===== src/rtl/vga_debug_ctrl.sv =====
// VGA scan timing generator plus arbiter for the shared 7-bit debug read bus.
// The renderer always owns the bus inside its latch window; the host gets single reads outside it.
module vga_debug_ctrl #(
    parameter int CLK_DIV      = 4,
    parameter int H_TOTAL      = 800,
    parameter int V_TOTAL      = 525,
    parameter int H_SYNC       = 96,
    parameter int V_SYNC       = 2,
    parameter int H_DISP_START = 143,
    parameter int H_DISP_END   = 783,
    parameter int V_DISP_START = 35,
    parameter int V_DISP_END   = 515
) (
    input  logic        clk,
    input  logic        rst,
    output logic [9:0]  h_count,
    output logic [9:0]  v_count,
    output logic        hs,
    output logic        vs,
    output logic        video_on,
    output logic        pix_tick,
    output logic        frame_start,
    input  logic [6:0]  vga_addr,
    output logic [6:0]  debug_addr,
    input  logic [31:0] debug_data,
    input  logic        host_req,
    input  logic [6:0]  host_addr,
    output logic        host_gnt,
    output logic        host_valid,
    output logic [31:0] host_data
);

    localparam int DW = $clog2(CLK_DIV);
    localparam logic [DW-1:0] DIV_LAST = DW'(CLK_DIV - 1);
    localparam logic [9:0] H_LAST  = 10'(H_TOTAL - 1);
    localparam logic [9:0] V_LAST  = 10'(V_TOTAL - 1);
    localparam logic [9:0] H_SYN_L = 10'(H_SYNC);
    localparam logic [9:0] V_SYN_L = 10'(V_SYNC);
    localparam logic [9:0] H_DS_L  = 10'(H_DISP_START);
    localparam logic [9:0] H_DE_L  = 10'(H_DISP_END);
    localparam logic [9:0] V_DS_L  = 10'(V_DISP_START);
    localparam logic [9:0] V_DE_L  = 10'(V_DISP_END);
    // Only the low nibble of (v - V_DISP_START) matters for the every-16-lines window.
    localparam logic [3:0] V_PHASE = 4'(V_DISP_START);

    typedef enum logic [1:0] {
        IDLE,
        ADDR,
        DATA,
        DONE
    } host_state_t;

    logic [DW-1:0] div;
    logic          pix_tick_d;
    logic          h_wrap;
    logic          v_wrap;
    logic [9:0]    h_next;
    logic [9:0]    v_next;
    logic [3:0]    v_rel;
    logic          vga_win;
    host_state_t   state;
    host_state_t   state_next;

    assign pix_tick = (div == DIV_LAST);

    always_ff @(posedge clk) begin
        if (rst) begin
            div <= '0;
        end else if (pix_tick) begin
            div <= '0;
        end else begin
            div <= div + 1'b1;
        end
    end

    always_comb begin
        h_wrap = (h_count == H_LAST);
        v_wrap = (v_count == V_LAST);
        h_next = h_wrap ? 10'd0 : h_count + 10'd1;
        v_next = v_count;
        if (h_wrap) begin
            v_next = v_wrap ? 10'd0 : v_count + 10'd1;
        end
    end

    // Sync and blanking are computed from the next counter values so they land with them.
    always_ff @(posedge clk) begin
        if (rst) begin
            h_count     <= '0;
            v_count     <= '0;
            hs          <= 1'b0;
            vs          <= 1'b0;
            video_on    <= 1'b0;
            frame_start <= 1'b0;
            pix_tick_d  <= 1'b0;
        end else begin
            pix_tick_d  <= pix_tick;
            frame_start <= pix_tick && h_wrap && v_wrap;
            if (pix_tick) begin
                h_count  <= h_next;
                v_count  <= v_next;
                hs       <= (h_next >= H_SYN_L);
                vs       <= (v_next >= V_SYN_L);
                video_on <= (h_next >= H_DS_L) && (h_next < H_DE_L) &&
                            (v_next >= V_DS_L) && (v_next < V_DE_L);
            end
        end
    end

    assign v_rel   = v_count[3:0] - V_PHASE;
    assign vga_win = (h_count < H_DS_L) && (v_rel == 4'd0);

    always_ff @(posedge clk) begin
        if (rst) begin
            state <= IDLE;
        end else begin
            state <= state_next;
        end
    end

    // Starting right after a pixel advance keeps h_count (and so vga_win) frozen through ADDR and DATA.
    always_comb begin
        state_next = state;
        host_gnt   = 1'b0;
        debug_addr = vga_addr;
        case (state)
            IDLE: begin
                if (host_req && !vga_win && pix_tick_d) begin
                    state_next = ADDR;
                end
            end
            ADDR: begin
                host_gnt   = 1'b1;
                debug_addr = host_addr;
                state_next = DATA;
            end
            DATA: begin
                state_next = DONE;
            end
            DONE: begin
                if (!host_req) begin
                    state_next = IDLE;
                end
            end
            default: begin
                state_next = IDLE;
            end
        endcase
    end

    always_ff @(posedge clk) begin
        if (rst) begin
            host_valid <= 1'b0;
            host_data  <= '0;
        end else begin
            host_valid <= (state == DATA);
            if (state == DATA) begin
                host_data <= debug_data;
            end
        end
    end

endmodule


===== config.mk =====
export PLATFORM = sky130hd
export DESIGN_NAME = vga_debug_ctrl
export DESIGN_NICKNAME = d
export VERILOG_FILES = /design/src/rtl/vga_debug_ctrl.sv
export SDC_FILE = /design/constraint.sdc
export NUM_CORES = 1
export LEC_CHECK = 0
export BUFFER_PORTS_ARGS = -buffer_cell sky130_fd_sc_hd__buf_2
export CORE_MARGIN = 8
export CORE_UTILIZATION = 25
export DETAILED_ROUTE_END_ITERATION = 12
export HOLD_SLACK_MARGIN = 0.1
export PLACE_DENSITY = 0.45
export SLEW_MARGIN = 20
export SYNTH_ARGS = -nofsm -noshare
export SYNTH_HDL_FRONTEND = slang
export SYNTH_SLANG_ARGS = --single-unit

===== constraint.sdc =====
create_clock -name clk -period 4.7 [get_ports clk]
set_input_delay 0.235 -clock clk [delete_from_list [all_inputs] [get_ports clk]]
set_output_delay 0.235 -clock clk [all_outputs]
set_load 0.01 [all_outputs]

==> reports/qor.yml, run 1 <==
run_status:
  status: "complete, no violations"
layout:
  area_growth_syn_to_layout_pct: 31.65
  diodes: 0
  drive_gt1_share_pct: 32.96
  layout_commonest_cell: "buf_2"
  layout_common_cells: "buf_2 (114), dfxtp_1 (62), nor2_1 (61)"
  layout.nets: 507
routing:
  ant_nets: 0
  wire_per_inst_um: 14.08
  vias: 2724
  routed_via_density: 4.548
  firstDrtPassIters: 4
  drc: 0
  drt_wl_total_um: 8432
  drt-initial-drc-count: 108
run:
  maxCapViolCount: 0
yosys:
  ys_top_cells_by_area: "dfxtp_1 (41%), mux2i_1 (12%), nor2_1 (7.5%), ha_1 (4.5%), mux2_2 (3.0%)"
  syn_area_per_cell_sq_um: 8.871
  syn_inst: 344
  syn_area_sq_mm: 0.003052
  synth_edf_count: 0
  synthDistinctLibCells: 51
  ys.flop_type: "dfxtp_1"
  synth_nets: 404
  ys_seq_area_share_pct: 40.67
  yosysWarnings: 0
  synth_seq_cells: 62
  synth_top_cell_by_area: "dfxtp_1"
  synth.top_cell.area_share_pct: 40.67
  async_reset_ff_share_pct: 0
placement:
  io_buffers: 114
  dp_hpwl_um: 6122
  gp_congestion: 0.7373
  pre_cts_ws_ns: 1.995
sta:
  rsz0062_at_grt: "no"
  max_slew_margin_pct: 31.88
  setup_viol: 0
  finClkSkew_ns: 0.006201
  timing.fmax_mhz: 378.0
  tns_ns: 0
  min_period_ns: 2.646
  drv_slew: 0
  setup_ws_ns: 2.054
  period_share_pct: 56.29
  hold_viol_final: 0
  tightest_slew_ns: 1.022
floorplanning:
  die_w_um: 126.5
  start_util_pct: 25.51
  io_pins: 115
  placement_rows: 40
  fp.dieArea_sq_mm: 0.01600
  die_h_um: 126.5
  core_area_sq_mm: 0.01196
clocking:
  htreeDepth: 3
  cts-root-buf: "clkbuf_16"
  cts_buffer_depth: 2
  cts_setup_buffers: 0
  numCtsBuffers: 9
  hold_buffers: 0
  clock_latency_ns: 0.34
  cts_tree: "built"
  cts.reportedPaths.clkPinSlew_ns: 0.05
  cts_resized: 0
  clock-sinks: 62
critical_path:
  crit_type: "reg2reg"
  worst-path-max-fanout: 10
  start_kind: "register"
  r2r_cells: 9
  endpoint_kind: "register"
  cp_data_required_time_ns: 4.95
  worstPathArrival_ns: 2.90
grt:
  gr-total-overflow: 0
  grt_pass1_vias: 2863
  grt.total_usage_pct: 11.08
  antenna_found_initial: 0
  grt_pass1_wl_um: 14210
  grt_start_max_net_pins: 61
hold_path:
  hold_path_class: "in2reg"
  hold_depth: 3
power:
  powerDensity_mw_per_mm2: 364.9
  peakVddDrop_uv: 289.1
  p_leak_nw: 1.764
==> cells by family (layout without fill, tap and decap cells) <==
kind of cell	count (synthesis)	count (layout)	share of synthesized area (%)
AOI/OAI and AO/OA	45	45	9.881
xor gates and xnor gates	13	13	3.731
and+or+nand+nor	133	133	21.77
muxes	44	44	14.76
DFF	62	62	40.67
buffers and inverters	36	144	4.674
adders and majority gates	11	11	4.510
==> cell type report <==
cell class                 instances  area [sq um]
clock buffer                      10         229.0
clock inverter                     6         62.56
fill                            1272          7944
inverter                          12         45.04
multi-input combinational        246          1670
sequential                        62          1241
tap                              147         183.9
timing repair buffer             116         585.6
==> critical path: stages (launching register included) <==
cell and delay [ns]:
dfxtp_1 0.42, ha_1 0.28, nand4_1 0.25, nor3_2 0.60
nand3_1 0.18, mux2_2 0.29, nand4_1 0.13, a21o_1 0.13
a21oi_1 0.06, o31ai_1 0.22
==> where the power goes <==
part	switching, W	leakage, nW	internal [W]
sequential	0.0000181	0.501	0.000559
clock	0.000247	0.134	0.000408
combinational	0.000121	1.13	0.000113
==> cells in the mapped netlist (all sizes together), types with 2 or more instances <==
cell	count
ha	11
and3	4
nor4	3
mux2	8
o22ai	2
nand3	11
o21ai	10
a211o	2
buf	2
dfxtp	62
xor2	9
and4	2
or3	4
nor3b	2
nand2b	2
nand4	9
or4	2
xnor2	4
mux2i	36
nor2	61
a21oi	10
or3b	2
o31ai	2
nand2	16
and2	4
nor3	10
a31oi	5
a211oi	3
clkbuf	22
inv	12
==> sequential cells by signal (all words and copies together), names as in the netlist <==
register	flops
video_on	1
h_count	10
pix_tick_d	1
host_data	32
v_count	10
hs	1
host_valid	1
vs	1
state	2
frame_start	1
div	2
==> metrics by stage <==
step	std cells	hold WS [ns]	area, sq um	util, %	total power, W
detailed placement	583	0.4257	3726	31.15	0.0008261
floorplan	344	0.3823	3052	-	0.0007382
global placement	583	0.4224	3726	31.15	0.0008227
CTS	599	0.1127	4018	33.59	0.001499
global route	599	0.1206	4018	33.59	0.001549
finish	599	0.1306	4018	33.59	0.001466
==> worst paths after layout <==
path	from	endpoint	slack, ns
min	debug_data[9]	host_data[9]	0.13
min reg2reg	div[0]	div[0]	0.44
max	h_count[1]	video_on	2.05
max reg2reg	h_count[1]	video_on	2.05
==> routing by layer <==
layer  global-route usage, %  vias to the layer above  share of wire, %
met5                       0                        -                 0
met4                   3.609                        0               1.3
met3                   6.954                       10                10
met2                   17.14                       81                44
met1                   12.21                     1226                45
li1                        -                     1407                 -
(Power assumes the default switching activity.)
==> run 2, diff against run 1 <==
==> constraint.sdc (replaced) <==
create_clock -name clk -period 2.6 [get_ports clk]
set_input_delay 0.13 -clock clk [delete_from_list [all_inputs] [get_ports clk]]
set_output_delay 0.13 -clock clk [all_outputs]
set_load 0.01 [all_outputs]
==> run 2 against run 1 <==
Critical path depth rose by 1. Sequential cell count did not move. Core utilization rose by 5.1 points. Critical endpoint is now vs. Largest cell class unchanged. Highest routed layer unchanged.
==> reports/qor.yml, run 2 (synthesis gave the netlist of run 1 again) <==
run_status:
  status: "complete, no violations"
clocking:
  cts_buffer_depth: 2
  clock-sinks: 62
  cts-root-buf: "clkbuf_16"
  numCtsBuffers: 9
  cts.reportedPaths.clkPinSlew_ns: 0.06
  clock_latency_ns: 0.33
  htreeDepth: 3
  cts_tree: "built"
critical_path:
  cpPeakStageDelay_ns: 0.50
  cp_data_required_time_ns: 2.81
  worstPathArrival_ns: 2.71
  crit_type: "reg2reg"
  endpoint_kind: "register"
  path_delay_family: "simple AND/OR/NAND/NOR gates"
  cp_cell_sequence: "ha_4, nand4_1, or3_4, buf_6, buf_4, o21ai_0, o31a_1, nand4_1, nor4_1, nor3_1"
  worstPathBufferInverterCount: 2
  start_kind: "register"
  critPathSlowestCell: "or3_4"
  crit_top_cell: "nand4_1"
  worst-path-max-fanout: 6
layout:
  layout.nets: 566
  postLayoutCoreUtil_pct: 38.72
  regMostFlops: "host_data"
  diodes: 0
  area_growth_syn_to_layout_pct: 51.78
  num-fill-cells: 1189
  reg_top3: "host_data: 32 flops, h_count: 10 flops, v_count: 10 flops"
  layout_common_cells: "buf_2 (114), nor2_1 (61), dfxtp_1 (58)"
  drive_gt1_share_pct: 36.20
  largest_reg_flops: 32
  regArea_sq_mm: 0.001249
  multi_input_area_sq_mm: 0.001707
  layout_commonest_cell: "buf_2"
grt:
  gr-total-overflow: 0
  grt_pass1_wl_um: 15320
  antenna_found_initial: 0
  grt_start_max_net_pins: 31
  grt_pass1_vias: 3041
  grt.total_usage_pct: 11.77
routing:
  routed_via_density: 4.556
  drt-initial-drc-count: 138
  wl_met1_um: 4138
  wire_per_inst_um: 14.41
  wl_met2_um: 4356
  top_layer_used: "met4"
  drt_wl_total_um: 9482
  drc: 0
  wl_met3_um: 788
  firstDrtPassIters: 5
  ant_nets: 0
  vias: 2998
hold_path:
  hold_path_class: "in2reg"
sta:
  min_period_ns: 2.501
  hold_viol_final: 0
  max_slew_margin_pct: 74.28
  period_share_pct: 96.17
  finClkSkew_ns: 0.004430
  tightest_slew_ns: 0.3817
  setup_viol: 0
  hold_slack_ns: 0.1535
  drv_slew: 0
  tns_ns: 0
  timing.fmax_mhz: 399.9
power:
  p_leak_nw: 2.055
  powerDensity_mw_per_mm2: 609.7
  peakVddDrop_uv: 502.2
floorplanning:
  placement_rows: 40
  core_area_sq_mm: 0.01196
  fp.dieArea_sq_mm: 0.01600
  start_util_pct: 25.51
  die_w_um: 126.5
  io_pins: 115
  die_h_um: 126.5
placement:
  io_buffers: 114
  dp_hpwl_um: 6461
  gp_congestion: 0.7655
run:
  maxCapViolCount: 0
run 2: changes by cell type in the layout (fill, tap and decap cells not counted), moves of 3 or more:
cell,previous run,this run
dlygate4sd3_1,0,32
dfxtp_1,62,58
dfxtp_2,0,3
buf_4,2,27
run 2: layout make-up:
cell class | count | share of cell area [%]
Multi-Input combinational cell | 246 | 36.85
Sequential cell | 62 | 26.96
Timing Repair Buffer | 175 | 24.28
Clock buffer | 9 | 4.862
Tap cell | 147 | 3.971
Clock inverter | 7 | 2.107
Inverter | 12 | 0.9724
run 2: routing by layer:
layer	vias to the layer above	GRT usage [%]
met5	-	0
met4	0	4.812
met3	17	5.404
met2	98	18.27
met1	1359	13.75
li1	1524	-
run 2: power breakdown:
part	total [W]	switching, W	internal, W
combinational	0.000479	0.000232	0.000247
sequential	0.00104	0.0000346	0.00101
clock	0.00130	0.000460	0.000841
total	0.00282	0.000726	0.00210
run 2: timing repair:
| action | CTS | global route |
|---|---|---|
| setup buffers | 0 | 11 |
| endpoints found under the hold margin | 32 | 0 |
| endpoints found under the setup margin | 0 | 2 |
| gates resized for setup | 0 | 15 |
| hold buffers | 32 | 0 |
run 2: worst register-to-register path, cell delays in order, from the launching register on:
cell,delay [ns]
dfxtp_4,0.37
ha_4,0.16
nand4_1,0.21
or3_4,0.50
buf_6,0.15
buf_4,0.13
o21ai_0,0.15
o31a_1,0.21
nand4_1,0.11
nor4_1,0.32
nor3_1,0.08
run 2: worst paths after layout:
kind / start / slack, ns / end / cells past startpoint
max: h_count[1] / 0.1 / vs / 10
min: rst / 0.15 / host_data[10] / 2
max reg2reg: h_count[1] / 0.1 / vs / 10
min reg2reg: div[0] / 0.43 / div[0] / 1
run 2: stage by stage:
| step | power, W | cell area, sq um | worst slack, ns | cells |
|---|---|---|---|---|
| 2_1_floorplan | 0.001334 | 3052 | 0.2192 | 344 |
| 3_3_place_gp | 0.001495 | 3859 | 0.1756 | 599 |
| 3_5_place_dp | 0.001500 | 3859 | 0.05903 | 599 |
| 4_1_cts | 0.002866 | 4502 | 0.03695 | 647 |
| 5_1_grt | 0.002956 | 4632 | -0.02813 | 658 |
| 6_report | 0.002824 | 4632 | 0.09950 | 658 |
